## src/rtl/temp_codes.sv

```systemverilog
// Display codes and FSM encoding shared by the BCD converter and the 7-segment decoder.
// The 0xA-0xF nibble values must stay in step with the decoder's error/blank glyphs.
package temp_codes;

    localparam logic [7:0] OVER_CODE  = 8'hAA;
    localparam logic [7:0] FAULT_CODE = 8'hEE;
    localparam logic [7:0] BLANK_CODE = 8'hFF;

    // Three BCD digits cover any 8-bit input, including the ignored hundreds digit.
    localparam int SCR_W = 12;

    typedef enum logic [1:0] {
        ST_IDLE    = 2'd0,
        ST_CONVERT = 2'd1,
        ST_FINISH  = 2'd2
    } state_t;

endpackage

```

## src/rtl/bcd_add3.sv

```systemverilog
// Double-dabble nibble corrector: adds 3 to a BCD digit of 5 or more before the shift.
module bcd_add3 (
    input  logic [3:0] d,
    output logic [3:0] q
);

    assign q = (d >= 4'd5) ? d + 4'd3 : d;

endmodule

```

## src/rtl/temp_bcd_converter.sv

```systemverilog
// Sequential binary-to-BCD converter for the temperature display path.
// One sample takes a fixed 9 edges from capture to the decimalTemp update.
module temp_bcd_converter #(
    parameter int         IN_W       = 8,
    parameter int         MAX_DISP   = 99,
    parameter logic [7:0] OVER_CODE  = temp_codes::OVER_CODE,
    parameter logic [7:0] FAULT_CODE = temp_codes::FAULT_CODE,
    parameter logic [7:0] BLANK_CODE = temp_codes::BLANK_CODE
) (
    input  logic            sysCLK,
    input  logic            reset,
    input  logic            tempValid,
    input  logic [IN_W-1:0] tempBin,
    input  logic            sensorFault,
    output logic [7:0]      decimalTemp,
    output logic            display,
    output logic            busy,
    output logic            updated
);

    import temp_codes::*;

    localparam int              CNT_W = (IN_W > 1) ? $clog2(IN_W) : 1;
    localparam logic [CNT_W-1:0] LAST = CNT_W'(IN_W - 1);
    localparam logic [IN_W-1:0]  MAX_V = IN_W'(MAX_DISP);

    state_t            state;
    state_t            state_nxt;
    logic [CNT_W-1:0]  cnt;
    logic [IN_W-1:0]   op;
    logic              fault_op;
    logic              over_op;
    logic [SCR_W-1:0]  scratch;
    logic [SCR_W-1:0]  scratch_adj;
    logic              pend_vld;
    logic [IN_W-1:0]   pend_bin;
    logic              pend_fault;
    logic              load;
    logic [IN_W-1:0]   load_bin;
    logic              load_fault;

    // Fault outranks range; the overflow flag comes from the binary, so the hundreds digit never shows.
    function automatic logic [7:0] sel_code(input logic fault, input logic over,
                                            input logic [7:0] digits);
        if (fault)
            return FAULT_CODE;
        else if (over)
            return OVER_CODE;
        else
            return digits;
    endfunction

    for (genvar i = 0; i < SCR_W / 4; i++) begin : g_add3
        bcd_add3 u_add3 (
            .d (scratch[4*i +: 4]),
            .q (scratch_adj[4*i +: 4])
        );
    end

    // A strobe on the FINISH edge is newer than anything pending, so it is loaded directly.
    always_comb begin
        state_nxt  = state;
        load       = 1'b0;
        load_bin   = tempBin;
        load_fault = sensorFault;
        case (state)
            ST_IDLE: begin
                if (tempValid) begin
                    load      = 1'b1;
                    state_nxt = ST_CONVERT;
                end
            end
            ST_CONVERT: begin
                if (cnt == LAST)
                    state_nxt = ST_FINISH;
            end
            ST_FINISH: begin
                if (tempValid) begin
                    load      = 1'b1;
                    state_nxt = ST_CONVERT;
                end else if (pend_vld) begin
                    load       = 1'b1;
                    load_bin   = pend_bin;
                    load_fault = pend_fault;
                    state_nxt  = ST_CONVERT;
                end else begin
                    state_nxt = ST_IDLE;
                end
            end
            default: state_nxt = ST_IDLE;
        endcase
    end

    always_ff @(posedge sysCLK or posedge reset) begin
        if (reset) begin
            state       <= ST_IDLE;
            cnt         <= '0;
            pend_vld    <= 1'b0;
            decimalTemp <= BLANK_CODE;
            display     <= 1'b0;
            updated     <= 1'b0;
        end else begin
            state   <= state_nxt;
            updated <= (state == ST_FINISH);
            if (load)
                cnt <= '0;
            else if (state == ST_CONVERT)
                cnt <= cnt + 1'b1;
            if (state == ST_FINISH)
                pend_vld <= 1'b0;
            else if (tempValid && state != ST_IDLE)
                pend_vld <= 1'b1;
            if (state == ST_FINISH) begin
                decimalTemp <= sel_code(fault_op, over_op, scratch[7:0]);
                display     <= 1'b1;
            end
        end
    end

    // Operand, scratch and pending data carry no reset; the control flags above qualify them.
    always_ff @(posedge sysCLK) begin
        if (load) begin
            op       <= load_bin;
            fault_op <= load_fault;
            over_op  <= (load_bin > MAX_V);
            scratch  <= '0;
        end else if (state == ST_CONVERT) begin
            {scratch, op} <= {scratch_adj[SCR_W-2:0], op, 1'b0};
        end
        if (tempValid && state != ST_IDLE) begin
            pend_bin   <= tempBin;
            pend_fault <= sensorFault;
        end
    end

    assign busy = (state != ST_IDLE);

endmodule
```

## config.mk

```make
export PLATFORM = sky130hd
export DESIGN_NAME = temp_bcd_converter
export DESIGN_NICKNAME = d
export VERILOG_FILES = /design/src/rtl/temp_codes.sv /design/src/rtl/bcd_add3.sv /design/src/rtl/temp_bcd_converter.sv
export SDC_FILE = /design/constraint.sdc
export NUM_CORES = 1
export LEC_CHECK = 0
export ABC_AREA = 1
export CAP_MARGIN = 0
export CORE_MARGIN = 8
export CORE_UTILIZATION = 59
export CTS_CLUSTER_SIZE = 25
export DETAILED_ROUTE_END_ITERATION = 8
export PLACE_DENSITY = 0.86
export SLEW_MARGIN = 25
export SYNTH_ARGS = -nofsm -noshare
export SYNTH_HDL_FRONTEND = slang
export SYNTH_SLANG_ARGS = --single-unit
export TNS_END_PERCENT = 100
```

## constraint.sdc

```tcl
create_clock -name sysCLK -period 3.5 [get_ports sysCLK]
set_input_delay 1.05 -clock sysCLK [delete_from_list [all_inputs] [get_ports sysCLK]]
set_output_delay 1.05 -clock sysCLK [all_outputs]
set_load 0.02 [all_outputs]
```

==> Yosys cells after proc, flatten, opt, wreduce, memory -nomap -nowiden <==
Cells that the tools add are included.
{ "totals": {"register_bits": 47, "out_inout_bits": 11} }
{ "classes": {"add_sub_neg": 4, "magnitude_cmp": 4, "eq_ne": 5, "mux": 26, "n_reduce_logical": 6} }
{ "op_table": {"columns": ["op", "count"], "rows": [
  ["two-way mux 8 bit", 7],
  ["greater-or-equal comparator 4 x 3 -> 1 bit, second input constant", 3],
  ["two-way mux 1 bit", 10],
  ["two-way mux 3 bit", 3],
  ["adder 4 x 2 -> 4 bit, second input constant", 2],
  ["greater-than comparator 8 x 7 -> 1 bit, second input constant", 1],
  ["two-way mux 4 bit", 2],
  ["case mux 2 bit (3 select lines)", 1],
  ["nonzero test 2 bit", 3],
  ["two-way mux 2 bit", 2],
  ["inequality test 2 bit, second input constant", 2],
  ["adder 3 x 1 -> 3 bit, second input constant", 1],
  ["adder 3 x 2 -> 3 bit, second input constant", 1],
  ["== test 3 bit, second input constant", 1],
  ["== test 2 x 1 -> 1 bit, second input constant", 1],
  ["== test 2 bit, second input constant", 1],
  ["logical NOT 2 bit", 1],
  ["case mux 1 bit (2 select lines)", 1],
  ["AND reduction 2 bit", 1],
  ["logical AND 1 bit", 1]
]} }

==> Longest topological paths before layout <==
Gate-level depths: netlist (run 1).
{ "logic_depth": {"ltp_word": 4, "ltp_mapped": 9} }

==> Hierarchy <==
A second synthesis (run 1) with hierarchy kept.
{ "hier_totals": {"cells_unflattened": 220, "area_unflattened_um2": 2060.7} }
{ "by_module_without_submodules": {"columns": ["module", "n_inst", "cells_each", "area_per_inst_um2", "seq_area_each_um2"], "rows": [
  ["temp_bcd_converter", 1, 174, 1790.5, 1141.1],
  ["bcd_add3", 2, 23, 135.1, 0.0]
]} }

==> Least setup slack after synthesis (run 1) <==
No wires, ideal clock.
{ "synth_timing": {"kind": "input -> register", "start": "input port tempValid", "end": "register op[5], data pin", "arrival_ns": 1.697, "required_time_ns": 3.247, "setup_slack_ns": 1.550, "cell_stages": 6, "cell_sequence": "inv_1 > a21oi_4 > inv_4 > buf_6 > nand2_1 > o21ai_2"} }
{ "synth_via": {"elab_chain_len": 3} }
{ "synth_lines": {"columns": ["element", "line", "rtl"], "rows": [
  ["from (decl)", "temp_bcd_converter.sv:12", "input logic tempValid,"],
  ["two-way mux 1 bit (on tied branches)", "temp_bcd_converter.sv:78, temp_bcd_converter.sv:68", null],
  ["case mux 1 bit (2 select lines) (*)", "temp_bcd_converter.sv:66", "case (state)"],
  ["named net load", "temp_bcd_converter.sv:38", "logic load;"],
  ["two-way mux 8 bit (*)", "temp_bcd_converter.sv:122", "if (load) begin"],
  ["to (signal assigned)", "temp_bcd_converter.sv:123", "op <= load_bin;"],
  ["to (signal assigned)", "temp_bcd_converter.sv:128", "{scratch, op} <= {scratch_adj[SCR_W-2:0], op, 1'b0};"],
  ["to (decl)", "temp_bcd_converter.sv:30", "logic [IN_W-1:0] op;"]
]} }
Mark *: on every way through the listed nets, which the timed path passes. The rest lies on a longest branch.
A chain may end at the register's enable or synchronous reset.

==> Final worst setup path (run 1) <==
{ "layout_timing": {"start": "register state[0]", "end": "output port busy"} }
{ "layout_via": {"elab_chain_len": 1} }
{ "layout_lines": {"columns": ["element", "line", "rtl"], "rows": [
  ["from (decl)", "temp_bcd_converter.sv:27", "state_t state;"],
  ["from (signal assigned)", "temp_bcd_converter.sv:103", "state <= state_nxt;"],
  ["nonzero test 2 bit", "temp_bcd_converter.sv:136", "assign busy = (state != ST_IDLE);"],
  ["to (decl)", "temp_bcd_converter.sv:17", "output logic busy,"]
]} }
No other way between the ends.

==> results of run 1 <==
layout make-up:
cell class                 count  area, um2  area share (%)
clock buffer                   6      51.30           2.279
sequential                    43       1141           50.69
clock inverter                 2      11.26          0.5003
inverter                      33      126.4           5.614
tap                           44      55.05           2.446
timing repair buffer          22      220.2           9.783
multi-input combinational    123      645.6           28.68
power by group:
group          switching (mW)  internal, mW
combinational           0.419         0.273
clock                   0.156        0.0957
sequential              0.106         0.763
cells in the mapped netlist:
library cell / count / share of area (%)
inv_4: 1 / 0.32
nand2_2: 4 / 1.3
xor2_1: 1 / 0.45
a21oi_1: 12 / 3.1
nand3_1: 10 / 2.6
o21ai_2: 2 / 0.91
inv_2: 5 / 0.97
a21oi_2: 1 / 0.45
nor2_1: 14 / 2.7
dfxtp_1: 8 / 8.3
a22oi_1: 3 / 1.2
dfrtp_1: 8 / 10
nor2_4: 2 / 1.2
nand3b_1: 3 / 1.2
o21ai_0: 10 / 2.6
nand2_1: 46 / 8.9
a21oi_4: 1 / 0.84
buf_6: 2 / 1.2
o21ai_1: 7 / 1.8
edfxtp_1: 19 / 29
or2_2: 1 / 0.32
ha_1: 6 / 3.9
inv_1: 27 / 5.2
dfstp_2: 8 / 11
flip-flops by register name, indices dropped and copies added, names as in the netlist:
signal       cells
pend_fault       1
updated          1
op               8
cnt              3
over_op          1
state            2
scratch          8
fault_op         1
pend_bin         8
display          1
pend_vld         1
decimalTemp      8
logic make-up after synthesis:
| family | after synthesis |
|---|---|
| AO/OA/AOI/OAI | 36 |
| XOR/XNOR | 1 |
| adder cells (fa/ha/maj) | 6 |
| buffers and inverters | 35 |
| flip-flops | 43 |
| AND/OR/NAND/NOR | 80 |
path summary, 6_finish.rpt:
kind,cells after the start,startpoint,end
min,1,display,display
max reg2reg,2,state[0],pend_bin[4]
min in group asynchronous,2,reset,updated
max in group asynchronous,2,reset,cnt[0]
min reg2reg,1,display,display
max,3,state[0],busy
through the flow:
stage	instance area (um2)	total power, mW	setup WS [ns]	hold slack [ns]
3_5_place_dp	2188	1.573	0.8203	0.4596
4_1_cts	2251	1.824	0.7607	0.4820
6_report	2251	1.812	0.7794	0.4914
5_1_grt	2251	1.949	0.7133	0.5047
3_3_place_gp	2188	1.548	0.8793	0.4512
2_1_floorplan	1936	1.352	1.550	0.4252
critical path: stages, from the launching register on:
cell and delay [ns]:
dfrtp_1 0.55, nor2_1 0.11, inv_1 0.06, clkdlybuf4s50_1 0.60
layer usage:
metal | track usage [%] | share of wire, %
met1 | 16.79 | 44
met4 | 6.667 | 1.5
met5 | 0 | 0
met2 | 22.84 | 48
met3 | 3.537 | 5.9
==> results.cfg, run 1 <==
[timing]
setup_tns_ns = 0
skew_ns = 0.01920
worst_pin_slew_ns = 0.7075
finalCriticalPeriod_ns = 2.721
drv_slew = 0
hold_violations = 0
setup_viol = 0
fmax_ghz = 0.3676
grt_setup_unrepaired = no
timing.final.crit_share_pct = 77.73
slew_headroom_pct = 52.66

[synthesis]
syn_inst = 201
synth_area_per_cell_um2 = 9.630
synth-seq-cells = 43
syn_nets = 219
synth-adder-area-share_pct = 3.878
ys_seq_area_share_pct = 58.95
synth_top_family_by_area = simple AND/OR/NAND/NOR gates
netlist_area_um2 = 1936
synth_compound_area_share_pct = 10.86
ys_warn_count = 0
synth_mux_area_share_pct = 0
ys_types = 24
synthXorXnorAreaFrac_pct = 0.4525
synth-simple-area-share_pct = 18.16

[outcome]
status = complete, no violations

[cts]
ctsResizeCount = 0
cts_buffers = 5
cts.clk_slew.worst_paths_ns = 0.13
cts_tree = done
clock_sinks = 43
worstSkewPairLatency_ns = 0.35
cts-root-buf = clkbuf_4
ctsHtreeMaxLevel = 2
cts_hold_buf = 0
post_cts_buffers = 0
clockBufferDepth = 2

[cells_and_area]
n_antenna_cell = 0
drive_above_1_share_pct = 13.97
layoutNonFillerInstCount = 273
finish.utilization_pct = 73.13
fill_cells = 239
final_cell_mix = 46 x nand2_1, 27 x inv_1, 22 x clkdlybuf4s50_1, 19 x edfxtp_1, 14 x nor2_1
final_common_cell = nand2_1
final_nets = 246
synthToLayoutAreaGrowth_pct = 16.29

[global_route]
gr-total-overflow = 0
grt_pass1_vias = 1294
grt_max_degree = 17
grt_use_total_pct = 14.00
grt_antenna_before_repair = 0
grt_first_pass_wirelength_um = 5775

[pwr]
powerDensity_nw_per_um2 = 805.1
peakVddDrop_uv = 354.3
p_leak_nw = 1.004

[drt]
avgViaCountPerCell = 5.095
drtIter0Drc = 102
drtPass1Iterations = 4
drtAntennaViolNets = 0
finalWirelength_um = 3415
wire_per_inst_um = 12.51
vias = 1391
drc = 0

[setup_path]
end_kind = output port
path_max_fanout = 5
cp.required_ns = 2.45
r2r_slack_ns = 1.93
crit_type = reg2out
crit_arrival_ns = 1.67
startpoint_type = register

[flow_run]
cap_violations = 0

[placement]
gp_congestion = 0.8241
io_buffers = 22
numPlacedInstances = 265
place_hpwl_um = 2652

[die]
rows = 20
die_h_um = 73.28
io_pins = 23
core_area_um2 = 3078
die_x_um = 73.28
initial_core_util_pct = 62.89
die_area_um2 = 5369

[min_path]
hold_path.class = reg2reg
Note: power is estimated with default switching activity, not from simulation.
==> run 2, diff against run 1 <==
CORE_UTILIZATION = 54   (was 59)
PLACE_DENSITY = 0.8   (was 0.86)
clock period = 2.8 ns   (was 3.5 ns; I/O delays follow)
==> results.cfg, run 2 (same netlist as run 1, synthesis figures left out) <==
[setup_path]
crit_type = reg2out
ff2ff_path_depth = 4
crit_arrival_ns = 1.64
r2r_slack_ns = 1.31
cp.required_ns = 1.96
path_max_fanout = 5
r2r-start = state[0]
r2r-end = op[0]
startpoint_type = register
end_kind = output port

[pwr]
p_leak_nw = 1.007
peakVddDrop_uv = 514.2
powerDensity_nw_per_um2 = 998.0

[min_path]
hold_end = display
hold_path.class = reg2reg
min-delay-start = display
hold_depth = 1

[cts]
cts_buffers = 5
ctsResizeCount = 0
post_cts_buffers = 0
cts-root-buf = clkbuf_4
worstSkewPairLatency_ns = 0.35
clock_sinks = 43
cts.clk_slew.worst_paths_ns = 0.12
cts_tree = done
ctsHtreeMaxLevel = 2
clockBufferDepth = 2
cts_hold_buf = 0

[timing]
timing.final.crit_share_pct = 88.68
grt_setup_unrepaired = no
setup_viol = 0
setup_tns_ns = 0
finalCriticalPeriod_ns = 2.483
skew_ns = 0.01269
holdWs_ns = 0.4767
worst_pin_slew_ns = 0.5904
fmax_ghz = 0.4028
hold_violations = 0
slew_headroom_pct = 60.60
drv_slew = 0

[drt]
drtAntennaViolNets = 0
vias = 1356
finalWirelength_um = 3342
drc = 0
drtPass1Iterations = 4
avgViaCountPerCell = 4.913
drtIter0Drc = 93
wire_per_inst_um = 12.11

[die]
io_pins = 23
core_area_um2 = 3390
die_h_um = 75.87
die_area_um2 = 5756
initial_core_util_pct = 57.11
rows = 21
die_x_um = 75.87

[cells_and_area]
n_antenna_cell = 0
final_common_cell = nand2_1
finish.utilization_pct = 66.33
final_cell_mix = 46 x nand2_1, 27 x inv_1, 22 x clkdlybuf4s50_1, 19 x edfxtp_1, 14 x nor2_1
drive_above_1_share_pct = 13.91
synthToLayoutAreaGrowth_pct = 16.16
final_nets = 247

[outcome]
status = complete, no violations

[global_route]
grt_use_total_pct = 13.63
grt_pass1_vias = 1324
grt_first_pass_wirelength_um = 5906
grt_antenna_before_repair = 0
gr-total-overflow = 0
grt_max_degree = 17

[placement]
gp_congestion = 0.8645
io_buffers = 22
place_hpwl_um = 2509

[flow_run]
cap_violations = 0
[run 2: cell types whose count changed in the layout (fill, tap and decap cells not counted)]
cell        change
buf_4           +1
clkinv_2        +1
clkbuf_8        -1
clkinv_1        -1
clkinvlp_4      -1
clkbuf_1        +2
[run 2: worst max-delay path by stage]
stage	start	end	slack [ns]
detailed placement	tempValid	op[1]	0.39
global route	state[0]	busy	0.21
finish	state[0]	busy	0.32
global placement	tempValid	op[4]	0.42
floorplan	tempValid	op[5]	1.06
CTS	state[0]	busy	0.30
[run 2: cell type report]
type,count,area [um2]
clock buffer,7,45.04
clock inverter,1,5.005
fill,265,1141
inverter,33,126.4
multi-input combinational,123,645.6
sequential,43,1141
tap,46,57.56
timing repair buffer,23,227.7
[run 2: through the flow]
stage	power [mW]	setup WS [ns]	cells	area [um2]
global route	2.435	0.2108	276	2248
detailed placement	1.971	0.3947	268	2198
global placement	1.936	0.4198	268	2198
CTS	2.258	0.2954	276	2248
floorplan	1.690	1.060	201	1936
finish	2.244	0.3171	276	2248
[run 2: per-layer routing]
metal  up-vias  wire (um)  track usage (%)
met5         -          0                0
met4         0         40            5.757
met3         4        214            4.605
met2        33       1530            21.01
met1       606       1556            16.93
li1        713          -                -
[run 2: report_power, final]
group	internal (mW)	switching (mW)	leakage [nW]	total, mW
registers	0.953	0.129	0.432	1.08
clock network	0.0981	0.191	0.0293	0.289
logic	0.346	0.526	0.546	0.872
[run 2: critical path, cell delays in order, from the launching register on]
cell	delay, ns
dfrtp_1	0.52
nor2_1	0.11
inv_1	0.06
clkdlybuf4s50_1	0.60
==> run 3, diff against run 2 <==
CTS_CLUSTER_SIZE = 40   (was 25)
==> results of run 3 <==
Final layout, timing and power as in run 2 (identical DEF).
